===== src/rtl/io_handshake_ctrl_pkg.sv =====
// Shared definitions for the IN/OUT handshake controller: FSM encoding and
// default sizing parameters.
package io_pkg;

  typedef enum logic [1:0] {
    IDLE         = 2'd0,
    WAIT_PRESS   = 2'd1,
    DONE         = 2'd2,
    WAIT_RELEASE = 2'd3
  } state_e;

  localparam int DEFAULT_DEBOUNCE_CYCLES = 500000;
  localparam int DEFAULT_SW_WIDTH        = 15;
  localparam int DEFAULT_DATA_WIDTH      = 32;

endpackage


===== src/rtl/io_handshake_ctrl_if.sv =====
// Bundle of control-unit, board-I/O and display signals around the handshake
// controller. master = processor/board side, slave = the controller.
interface io_handshake_ctrl_if
  import io_pkg::*;
#(
  parameter int SW_WIDTH   = DEFAULT_SW_WIDTH,
  parameter int DATA_WIDTH = DEFAULT_DATA_WIDTH
);
  // Handshake: in_req is held by the control unit while an IN is decoded;
  // stall stays high until in_valid pulses for exactly one cycle, during which
  // stall is low, in_data is valid and the register file must write it.
  logic                  in_req;
  logic                  out_req;
  logic                  confirm_key;
  logic [SW_WIDTH-1:0]   switches;
  logic [DATA_WIDTH-1:0] alu_result;
  logic                  stall;
  logic [DATA_WIDTH-1:0] in_data;
  logic                  in_valid;
  logic [DATA_WIDTH-1:0] disp_data;
  logic                  waiting;
  state_e                dbg_state;

  modport master (
    output in_req, out_req, confirm_key, switches, alu_result,
    input  stall, in_data, in_valid, disp_data, waiting, dbg_state
  );

  modport slave (
    input  in_req, out_req, confirm_key, switches, alu_result,
    output stall, in_data, in_valid, disp_data, waiting, dbg_state
  );

endinterface


===== src/rtl/io_handshake_ctrl_debounce.sv =====
// Confirm-key conditioning: two-flop synchronizer, stability counter and a
// one-cycle pulse on each debounced 0->1 transition.
module key_debounce #(
  parameter int DEBOUNCE_CYCLES = io_pkg::DEFAULT_DEBOUNCE_CYCLES
) (
  input  logic clock,
  input  logic reset,
  input  logic raw,
  output logic level,
  output logic rise
);

  localparam int CW = $clog2(DEBOUNCE_CYCLES + 1);
  localparam logic [CW-1:0] CNT_LAST = CW'(DEBOUNCE_CYCLES - 1);

  logic          r_sync1;
  logic          r_sync2;
  logic [CW-1:0] r_cnt;
  logic          r_level;
  logic          r_rise;

  // The level flips on the edge where the counter would reach DEBOUNCE_CYCLES,
  // so a clean press shows up 2 + DEBOUNCE_CYCLES edges after the raw rise.
  always_ff @(posedge clock) begin
    if (reset) begin
      r_sync1 <= 1'b0;
      r_sync2 <= 1'b0;
      r_cnt   <= '0;
      r_level <= 1'b0;
      r_rise  <= 1'b0;
    end else begin
      r_sync1 <= raw;
      r_sync2 <= r_sync1;
      r_rise  <= 1'b0;
      if (r_sync2 == r_level) begin
        r_cnt <= '0;
      end else if (r_cnt == CNT_LAST) begin
        r_cnt   <= '0;
        r_level <= r_sync2;
        r_rise  <= r_sync2;
      end else begin
        r_cnt <= r_cnt + 1'b1;
      end
    end
  end

  assign level = r_level;
  assign rise  = r_rise;

endmodule


===== src/rtl/io_handshake_ctrl.sv =====
// IN/OUT instruction sequencer: stalls the PC on IN until a fresh debounced
// confirm press, captures the switches, and latches OUT values for display.
module io_handshake_ctrl
  import io_pkg::*;
#(
  parameter int DEBOUNCE_CYCLES = DEFAULT_DEBOUNCE_CYCLES,
  parameter int SW_WIDTH        = DEFAULT_SW_WIDTH,
  parameter int DATA_WIDTH      = DEFAULT_DATA_WIDTH
) (
  input  logic                clock,
  input  logic                reset,
  io_handshake_ctrl_if.slave  bus
);

  state_e                r_state;
  state_e                w_next;
  logic [DATA_WIDTH-1:0] r_in_data;
  logic [DATA_WIDTH-1:0] r_disp_data;
  logic                  w_level;
  logic                  w_rise;
  logic                  w_capture;

  key_debounce #(
    .DEBOUNCE_CYCLES(DEBOUNCE_CYCLES)
  ) u_debounce (
    .clock (clock),
    .reset (reset),
    .raw   (bus.confirm_key),
    .level (w_level),
    .rise  (w_rise)
  );

  always_ff @(posedge clock) begin
    if (reset) begin
      r_state <= IDLE;
    end else begin
      r_state <= w_next;
    end
  end

  // Only a rise can leave WAIT_PRESS, so a key already held when the IN
  // arrives, or the same press seen again via WAIT_RELEASE, never captures.
  always_comb begin
    w_next    = r_state;
    w_capture = 1'b0;
    case (r_state)
      IDLE: begin
        if (bus.in_req) w_next = WAIT_PRESS;
      end
      WAIT_PRESS: begin
        if (w_rise) begin
          w_capture = 1'b1;
          w_next    = DONE;
        end
      end
      DONE: begin
        w_next = w_level ? WAIT_RELEASE : IDLE;
      end
      WAIT_RELEASE: begin
        if (!w_level) w_next = IDLE;
      end
      default: w_next = IDLE;
    endcase
  end

  always_ff @(posedge clock) begin
    if (reset) begin
      r_in_data   <= '0;
      r_disp_data <= '0;
    end else begin
      if (w_capture) r_in_data <= DATA_WIDTH'(bus.switches);
      // IN wins when both are decoded together; the OUT is dropped.
      if (bus.out_req && !bus.in_req) r_disp_data <= bus.alu_result;
    end
  end

  assign bus.stall     = bus.in_req && (r_state != DONE);
  assign bus.in_valid  = (r_state == DONE);
  assign bus.waiting   = (r_state == WAIT_PRESS);
  assign bus.in_data   = r_in_data;
  assign bus.disp_data = r_disp_data;
  assign bus.dbg_state = r_state;

endmodule


===== src/flat_wrapper.sv =====
// flat-port wrapper written by rule: the top's interface ports become plain ports
module io_handshake_ctrl_flat import io_pkg::*;
#(
  parameter int DEBOUNCE_CYCLES = DEFAULT_DEBOUNCE_CYCLES,
  parameter int SW_WIDTH        = DEFAULT_SW_WIDTH,
  parameter int DATA_WIDTH      = DEFAULT_DATA_WIDTH
)
  (clock, reset, bus_in_req, bus_out_req, bus_confirm_key, bus_switches, bus_alu_result, bus_stall, bus_in_data, bus_in_valid, bus_disp_data, bus_waiting, bus_dbg_state);
  io_handshake_ctrl_if #(.SW_WIDTH(SW_WIDTH), .DATA_WIDTH(DATA_WIDTH)) bus_i ();
  input  logic clock;
  input  logic reset;
  input wire logic [$bits(bus_i.in_req)-1:0] bus_in_req;
  input wire logic [$bits(bus_i.out_req)-1:0] bus_out_req;
  input wire logic [$bits(bus_i.confirm_key)-1:0] bus_confirm_key;
  input wire logic [$bits(bus_i.switches)-1:0] bus_switches;
  input wire logic [$bits(bus_i.alu_result)-1:0] bus_alu_result;
  output wire logic [$bits(bus_i.stall)-1:0] bus_stall;
  output wire logic [$bits(bus_i.in_data)-1:0] bus_in_data;
  output wire logic [$bits(bus_i.in_valid)-1:0] bus_in_valid;
  output wire logic [$bits(bus_i.disp_data)-1:0] bus_disp_data;
  output wire logic [$bits(bus_i.waiting)-1:0] bus_waiting;
  output wire logic [$bits(bus_i.dbg_state)-1:0] bus_dbg_state;
  assign bus_i.in_req = bus_in_req;
  assign bus_i.out_req = bus_out_req;
  assign bus_i.confirm_key = bus_confirm_key;
  assign bus_i.switches = bus_switches;
  assign bus_i.alu_result = bus_alu_result;
  assign bus_stall = bus_i.stall;
  assign bus_in_data = bus_i.in_data;
  assign bus_in_valid = bus_i.in_valid;
  assign bus_disp_data = bus_i.disp_data;
  assign bus_waiting = bus_i.waiting;
  assign bus_dbg_state = bus_i.dbg_state;
  io_handshake_ctrl #(.DEBOUNCE_CYCLES(DEBOUNCE_CYCLES), .SW_WIDTH(SW_WIDTH), .DATA_WIDTH(DATA_WIDTH)) u_core (.clock(clock), .reset(reset), .bus(bus_i));
endmodule

===== config.mk =====
export PLATFORM = sky130hd
export DESIGN_NAME = io_handshake_ctrl_flat
export DESIGN_NICKNAME = d
export VERILOG_FILES = /design/src/rtl/io_handshake_ctrl_pkg.sv /design/src/rtl/io_handshake_ctrl_if.sv /design/src/rtl/io_handshake_ctrl_debounce.sv /design/src/rtl/io_handshake_ctrl.sv /design/src/flat_wrapper.sv
export SDC_FILE = /design/constraint.sdc
export NUM_CORES = 1
export LEC_CHECK = 0
export CAP_MARGIN = 30
export CORE_MARGIN = 5
export CORE_UTILIZATION = 31
export DETAILED_ROUTE_END_ITERATION = 12
export PLACE_DENSITY = 0.67
export SYNTH_ARGS = -nofsm -noshare
export SYNTH_HDL_FRONTEND = slang
export SYNTH_SLANG_ARGS = --single-unit

===== constraint.sdc =====
create_clock -name clock -period 2.9 [get_ports clock]
set_input_delay 0.87 -clock clock [delete_from_list [all_inputs] [get_ports clock]]
set_output_delay 0.87 -clock clock [all_outputs]
set_load 0.02 [all_outputs]

; ---- Word-level counts from Yosys, hierarchy flattened
; Index checks and enable logic that the tools add are counted.
; W data, S select, Z words.
[classes]
eq_ne = 9
mux = 7
add_sub_neg = 1
bitwise = 2
reduce_logical = 8
[ops]
columns = cell, n
row1 = $add A19 B1 Y19 const B, 1
row2 = $eq A19 B19 Y1 const B, 1
row3 = $mux W2, 4
row4 = $pmux W2 S4, 1
row5 = $ne A2 B2 Y1 const B, 3
row6 = $reduce_or A3 Y1, 2
row7 = $eq A2 B2 Y1 const B, 2
row8 = $reduce_and A3 Y1, 1
row9 = $eq A2 B1 Y1 const B, 1
row10 = $logic_and A1 B1 Y1, 2
row11 = $logic_not A2 Y1, 1
row12 = $mux W1, 2
row13 = $ne A2 B1 Y1 const B, 1
row14 = $not A1 Y1, 2
row15 = $reduce_and A2 Y1, 1
row16 = $eq A1 B1 Y1, 1
row17 = $logic_not A1 Y1, 1
[totals]
regBits = 72
out_inout_bits = 69

; ---- Longest topological paths before layout
; Gate-level depths: netlist (run 1).
[logic_depth]
ltp_word = 3
depth_mapped = 6

; ---- By module
; A second synthesis (run 1) with hierarchy kept.
[hier_totals]
cells_unflattened = 349
area_unflattened_um2 = 2976.6
[modules_own_cells]
columns = mod, seq_area_each_um2, cells_each, area_each_um2, instances
row1 = io_handshake_ctrl, 980.9, 236, 1919.3, 1
row2 = key_debounce, 460.4, 113, 1057.3, 1

; ---- Least setup slack after synthesis (run 1)
; OpenSTA, ideal clock, no wires.
[synth_timing]
path_type = input port to output port
start = input bus_in_req
end = output bus_stall
arrival_ps = 1197
cell_stages = 1
slack_ps = 833
path_buffers = 0
path_cell_list = nor2b_1
[synth_via]
elab_chain_cells = 1
[synth_lines]
columns = item, line
row1 = start: declaration, flat_wrapper.sv:12  ; input wire logic [$bits(bus_i.in_req)-1:0] bus_in_req;
row2 = $logic_and A1 B1 Y1, io_handshake_ctrl.sv:77  ; assign bus.stall = bus.in_req && (r_state != DONE);
row3 = end: declaration, flat_wrapper.sv:17  ; output wire logic [$bits(bus_i.stall)-1:0] bus_stall;
; No other way between the ends.

; ---- Worst setup path after layout (run 1)
; Ends and elaborated chain as after synthesis.

==> qor.txt, run 1 <==
Cell with the most instances after synthesis: nand2_1
# nets final: 502
RSZ-0062 raised after global routing: no
IO Count: 121
Family with the most delay on the worst path: buffers and inverters
Worst-path clk slew: 0.07 ns
Startpoint types: input port
Critical Path Fanout Max: 2
Primary FF master, synth: dfxtp_1
# DRC: 0
DIE WIDTH: 107 um
Synth unique cells: 35
First-pass GRT wire length: 11900 um
Placed cell area: 0.00396 mm2
Kind of critical path: in2out
Num Clock Sinks: 72
Worst skew pair latency: 0.35 ns
Final hold vios: 0
Fillers: 903
Max IR drop VDD: 0.237 mV
Post-Route Setup TNS: 0 ns
Number of global-route vias before repair: 2467
Fin area: 0.00422 mm2
Static leakage: 1.47 nW
Fraction of registers with async set/reset: 0
CP max-delay cell: clkdlybuf4s50_1
Minimum clock period: 2.68 ns
Largest cells by area after synthesis: dfxtp_1 50%, nand2_1 13%, a21oi_1 8.6%
YS warnings: 0
Post-Syn Area: 0.00290 mm2
H-tree depth: 3
# setup viols final: 0
Crit path buffers/inverters: 2
Max cap viols: 0
DRT Wirelength: 7340 um
Routed Antenna Nets: 0
Full die area: 0.0114 mm2
DRT Pass-1 Iters: 4
Row cnt: 35
Register bit total from synthesis: 72
Vias: 2589
Largest net degree at the start of global routing: 54
Initial DRC Count: 123
CTS max path bufs: 2
Pwr Total: 2.24 mW
Placement Setup Slack: -0.0772 ns
PortBufs: 103
Clock Skew: 0.00960 ns
Seq/Total Area, Yosys: 0.496
Synth area leader: dfxtp_1
Core footprint: 0.00920 mm2
Worst path required time: 2.03 ns
Chip Height: 107 um
Root Driver: clkbuf_8
CP peak stage delay: 0.48 ns
Relative max-transition margin: 0.632
Share of cells above drive strength 1: 0.0705
CTS tree: built
Final WS setup: 0.216 ns
Initial Util: 0.316
Worst Max-Slew Pin Slew: 0.551 ns
Grt ovf: 0
Fin crit share: 0.926
HP Class: reg2reg
Final Slew Violations: 0
GP Congestion: 0.763
Num CTS Buffers: 9
Synth Instances: 349
Pwr dens: 531 mW/mm2
Commonest cells post-synth: 101 x nand2_1, 72 x dfxtp_1, 50 x a21oi_1, 19 x nor2_1, 17 x buf_4
Ant. Diodes: 0
Antenna violations before repair: 0
Post-CTS Setup Bufs: 0
Post-synth EDFFs: 0
Routed len/inst: 13.0 um
Area share of the largest cell type after synthesis: 0.496
Layout Area Growth over Synthesis: 45.2%
Critical path arrival: 1.81 ns
Vias per inst: 4.58
Worst path cell trace: clkdlybuf4s50_1, nor2b_1, dlygate4sd2_1
All-Layer GR Usage: 0.129
Worst Setup End Kind: primary output
Mean post-synth cell area: 8.32 um2
Post-DP HPWL: 5380 um
Status: finished clean
FMAX: 0.373 GHz
## metal layers
metal	share of wire	global-route usage
met3	0.076	0.0415
met4	0.024	0.0630
met2	0.46	0.205
met5	0	0
met1	0.44	0.159
## flip-flops by register name, indices dropped and copies added (netlist names)
register / cells
u_core.u_debounce.rise: 1
u_core.u_debounce.level: 1
u_core.u_debounce.r_sync2: 1
u_core.bus.in_data: 15
u_core.u_debounce.r_cnt: 19
u_core.bus.disp_data: 32
u_core.u_debounce.r_sync1: 1
u_core.bus.dbg_state: 2
## where the power goes
part	internal (mW)	switching, mW	total [mW]
Combinational	0.117	0.112	0.229
Sequential	1.01	0.0125	1.02
Clock	0.599	0.387	0.986
Total	1.73	0.511	2.24
## placed cells by master, fill, tap and decap left out, types with 3 or more instances in the layout
cell type	netlist	final
nand2_1	101	101
clkdlybuf4s50_1	0	101
dfxtp_1	72	72
a21oi_1	50	50
nor2_1	19	19
conb_1	1	17
clkbuf_8	0	10
nand4_1	8	8
xnor2_1	8	8
nor2b_1	8	7
xor2_1	7	7
nand3_1	6	6
buf_4	17	5
o21ai_0	4	4
nor4_1	3	3
and4_1	3	3
nor3_1	3	3
bufinv_16	0	3
## worst register-to-register path, delay by kind of cell (launching register included)
kind                     cells  cell delay (ns)
AO/OA/AOI/OAI                1             0.38
adder cells (fa/ha/maj)      1             0.24
flip-flops                   1             0.41
AND/OR/NAND/NOR              3             0.62
## kinds of logic (layout without fill, tap and decap cells)
kind of cell | Yosys count | after routing | share of synthesized area
AO/OA/AOI/OAI | 57 | 57 | 0.106
XOR/XNOR | 15 | 15 | 0.0452
adder cells (fa/ha/maj) | 1 | 1 | 0.00431
buffers and inverters | 37 | 126 | 0.0732
flip-flops | 72 | 72 | 0.496
multiplexers | 2 | 2 | 0.00689
other | 1 | 17 | 0.00129
AND/OR/NAND/NOR | 164 | 164 | 0.267
## stage by stage
| step | hold slack, ns | instances | util |
|---|---|---|---|
| 6_report | 0.455 | 565 | 0.458 |
| 5_1_grt | 0.477 | 565 | 0.458 |
| 4_1_cts | 0.459 | 565 | 0.458 |
| 3_5_place_dp | 0.448 | 549 | 0.431 |
| 3_3_place_gp | 0.442 | 549 | 0.431 |
| 2_1_floorplan | 0.414 | 365 | - |
## layout make-up
class	count	area, um2	area share
clock buffers	10	138	0.0327
flip-flops and latches	72	1440	0.342
repair buffers	108	1060	0.252
well taps	111	139	0.0329
clock inverters	6	115	0.0273
inverters	2	7.51	0.00178
multi-input cells	256	1310	0.311
## path summary, 6_finish.rpt
| path | depth (start not counted) | end | start | slack (ns) |
|---|---|---|---|---|
| hold reg to reg | 1 | u_core.u_debounce.r_sync2 | u_core.u_debounce.r_sync1 | 0.46 |
| setup / recovery | 3 | bus_stall | bus_in_req | 0.22 |
| hold / removal | 1 | u_core.u_debounce.r_sync2 | u_core.u_debounce.r_sync1 | 0.46 |
| setup reg to reg | 5 | u_core.u_debounce.r_cnt[12] | u_core.u_debounce.r_cnt[0] | 1.13 |
## timing repair
item | CTS | global route
setup endpoints to repair | 1 | 0
hold buffers | 0 | 0
gates resized for setup | 1 | 0
Power figures use the tool's default switching activity.
==> inputs of run 2 (changes only) <==
- SETUP_SLACK_MARGIN: default -> 0.3
- clock period: 2.9 -> 2.6 ns (I/O delays scaled with it)
==> run 2 against run 1 <==
Effect of this change:
- register-to-register slack worse by 0.37 ns
- cell count grew 0.18%
- sequential share of layout area rose by 0.23 points
- utilization shrank 0.31 points
- clock skew shrank 0.0047 ns
- via count shrank 0.27%
- critical endpoint is now bus_in_valid
- largest cell class unchanged
- highest routed layer unchanged
==> qor.txt, run 2 (synthesized netlist as in run 1, its figures left out) <==
Status: finished clean
First-pass GRT wire length: 11800 um (-0.35%)
Critical Path Fanout Max: 5 (+3)
Grt ovf: 0 (unchanged)
DRT Pass-1 Iters: 4 (unchanged)
# DRC: 0 (unchanged)
Most frequent cells in the layout: 101 x nand2_1, 98 x clkdlybuf4s50_1, 72 x dfxtp_1, 50 x a21oi_1, 19 x nor2_1
CP max-delay cell: dfxtp_1
DIE WIDTH: 107 um (unchanged)
FF-to-FF path depth: 5 (unchanged)
Worst path required time: 1.82 ns (-0.21 ns)
Hold Buf Count CTS: 0 (unchanged)
Core footprint: 0.00920 mm2 (unchanged)
Root Driver: clkbuf_8
Minimum clock period: 2.16 ns
HP Class: reg2reg
Startpoint types: flip-flop
Reg2reg end: u_core.u_debounce.r_cnt[10]
Kind of critical path: reg2out
FMAX: 0.462 GHz
Logic gate share of total power: 0.111 (+0.009)
Routed Antenna Nets: 0 (unchanged)
Placement Setup Slack: -0.205 ns (-0.127 ns)
Clk pwr share: 0.394 (-0.047)
GP Congestion: 0.768 (+0.68%)
# setup viols final: 0 (unchanged)
Internal reg-to-reg setup slack: 0.76 ns (-0.37 ns)
CTS max path bufs: 2 (unchanged)
Pint: 1.75 mW (+1.4%)
Flop pwr share: 0.495 (+0.038)
PortBufs: 103 (unchanged)
Worst path cell trace: nor2b_1, dlygate4sd2_1
Critical path arrival: 1.38 ns (-0.43 ns)
Final WS setup: 0.436 ns (+0.220 ns)
Family with the most delay on the worst path: flip-flops
Fin cells: 566 (+0.18%)
Final core utilization: 0.455 (-0.00313)
Clock Skew: 0.00487 ns (-0.00473 ns)
Relative max-transition margin: 0.636 (+0.00390)
Post-Route Setup TNS: 0 ns (unchanged)
Hold path start: u_core.u_debounce.r_sync1
Num Clock Sinks: 72 (unchanged)
Pwr Total: 2.30 mW (+3.0%)
DRT Wirelength: 7320 um (-0.18%)
Fin crit share: 0.832
Row cnt: 35 (unchanged)
IO Count: 121 (unchanged)
Commonest non-fill, non-tap cell in the layout: nand2_1
Pwr dens: 551 mW/mm2 (+3.7%)
Static leakage: 1.48 nW (+0.39%)
Max cap viols: 0 (unchanged)
Max IR drop VDD: 0.342 mV (+44%)
Post-DP HPWL: 5360 um (-0.34%)
Vias per inst: 4.56 (-0.45%)
All-Layer GR Usage: 0.129 (-0.000939)
Initial Util: 0.316 (unchanged)
Chip Height: 107 um (unchanged)
Layout Area Growth over Synthesis: 44.2%
Post-CTS resize count: 6 (+5)
WP depth: 2 (-1)
# nets final: 503 (+0.20%)
Initial DRC Count: 108 (-12%)
Share of cells above drive strength 1: 0.0769 (+0.00644)
Worst Setup End Kind: primary output
Post-CTS Setup Bufs: 0 (unchanged)
H-tree depth: 3 (unchanged)
Number of global-route vias before repair: 2465 (-0.081%)
Switching Share: 0.240 (+0.0118)
Worst Max-Slew Pin Slew: 0.546 ns (-0.00585 ns)
CTS tree: built
Largest register FFs: 32 (unchanged)
Final hold vios: 0 (unchanged)
Register area: 0.00144 mm2 (unchanged)
Worst-path clk slew: 0.07 ns (about the same)
Worst skew pair latency: 0.34 ns (about the same)
Hold Path End: u_core.u_debounce.r_sync2
Num CTS Buffers: 9 (unchanged)
Fillers: 912 (+1.0%)
Antenna violations before repair: 0 (unchanged)
Largest net degree at the start of global routing: 54 (unchanged)
RSZ-0062 raised after global routing: no
CP peak stage delay: 0.39 ns (-0.09 ns)
Routed len/inst: 12.9 um (-0.35%)
Crit path buffers/inverters: 1 (-1)
P_sw: 553 uW (+8.3%)
Full die area: 0.0114 mm2 (unchanged)
Beginning of the worst register-to-register path: u_core.u_debounce.r_cnt[0]
Ant. Diodes: 0 (unchanged)
Final Slew Violations: 0 (unchanged)
Hold path cells: 1 (unchanged)
Placed cells: 550 (+0.18%)
Multi-input gate area: 0.00132 mm2 (+0.57%)
Vias: 2582 (-0.27%)
## run 2: changes by cell type in the layout (fill, tap and decap cells not counted)
cell | previous run | this run
nor2b_4 | 0 | 1
clkinv_2 | 0 | 2
clkinvlp_4 | 1 | 2
clkinv_4 | 1 | 0
nor2b_1 | 7 | 6
clkbuf_8 | 10 | 11
buf_6 | 0 | 1
bufinv_16 | 3 | 1
clkdlybuf4s50_1 | 101 | 98
buf_4 | 5 | 6
dlymetal6s2s_1 | 0 | 1
inv_6 | 1 | 0
dlygate4sd2_1 | 1 | 2
## run 2: worst max path at each step
stage,start,end
6_report,u_core.bus.dbg_state[1],bus_in_valid
5_1_grt,u_core.bus.dbg_state[1],bus_in_valid
4_1_cts,bus_in_req,bus_stall
3_5_place_dp,bus_in_req,bus_stall
3_3_place_gp,bus_in_req,bus_stall
2_1_floorplan,bus_in_req,bus_stall
## run 2: worst reg2reg max path: stages (launching register included)
cell      delay [ns]
dfxtp_1         0.42
ha_1            0.26
nand4_1         0.20
or2_4           0.33
o21bai_4        0.39
nor2_1          0.10
## run 2: cell type report
type / count / share of cell area
Clock buffer: 11 / 0.0362
Inverter: 2 / 0.00179
Timing Repair Buffer: 109 / 0.256
Sequential cell: 72 / 0.344
Tap cell: 111 / 0.0332
Multi-Input combinational cell: 256 / 0.315
Clock inverter: 5 / 0.0132
## run 2: power groups by stage
stage / registers, mW / clock network (mW) / logic, mW
finish: 1.14 / 0.908 / 0.256
global route: 1.14 / 0.998 / 0.276
CTS: 1.14 / 0.934 / 0.258
detailed placement: 1.17 / 0 / 0.258
global placement: 1.17 / 0 / 0.255
floorplan: 1.20 / 0 / 0.101
## run 2: routing by layer
metal | wire length (um) | GRT usage | vias to the layer above
met5 | 0 | 0 | -
met4 | 116 | 0.0447 | 0
met3 | 645 | 0.0608 | 10
met2 | 3410 | 0.201 | 89
met1 | 3150 | 0.154 | 1164
li1 | - | - | 1319
## run 2: stage by stage
step / area [um2] / hold slack [ns]
after floorplan: 2960 / 0.414
after global placement: 3970 / 0.426
after detailed placement: 3970 / 0.434
after CTS: 4170 / 0.448
after global routing: 4190 / 0.463
final: 4190 / 0.437
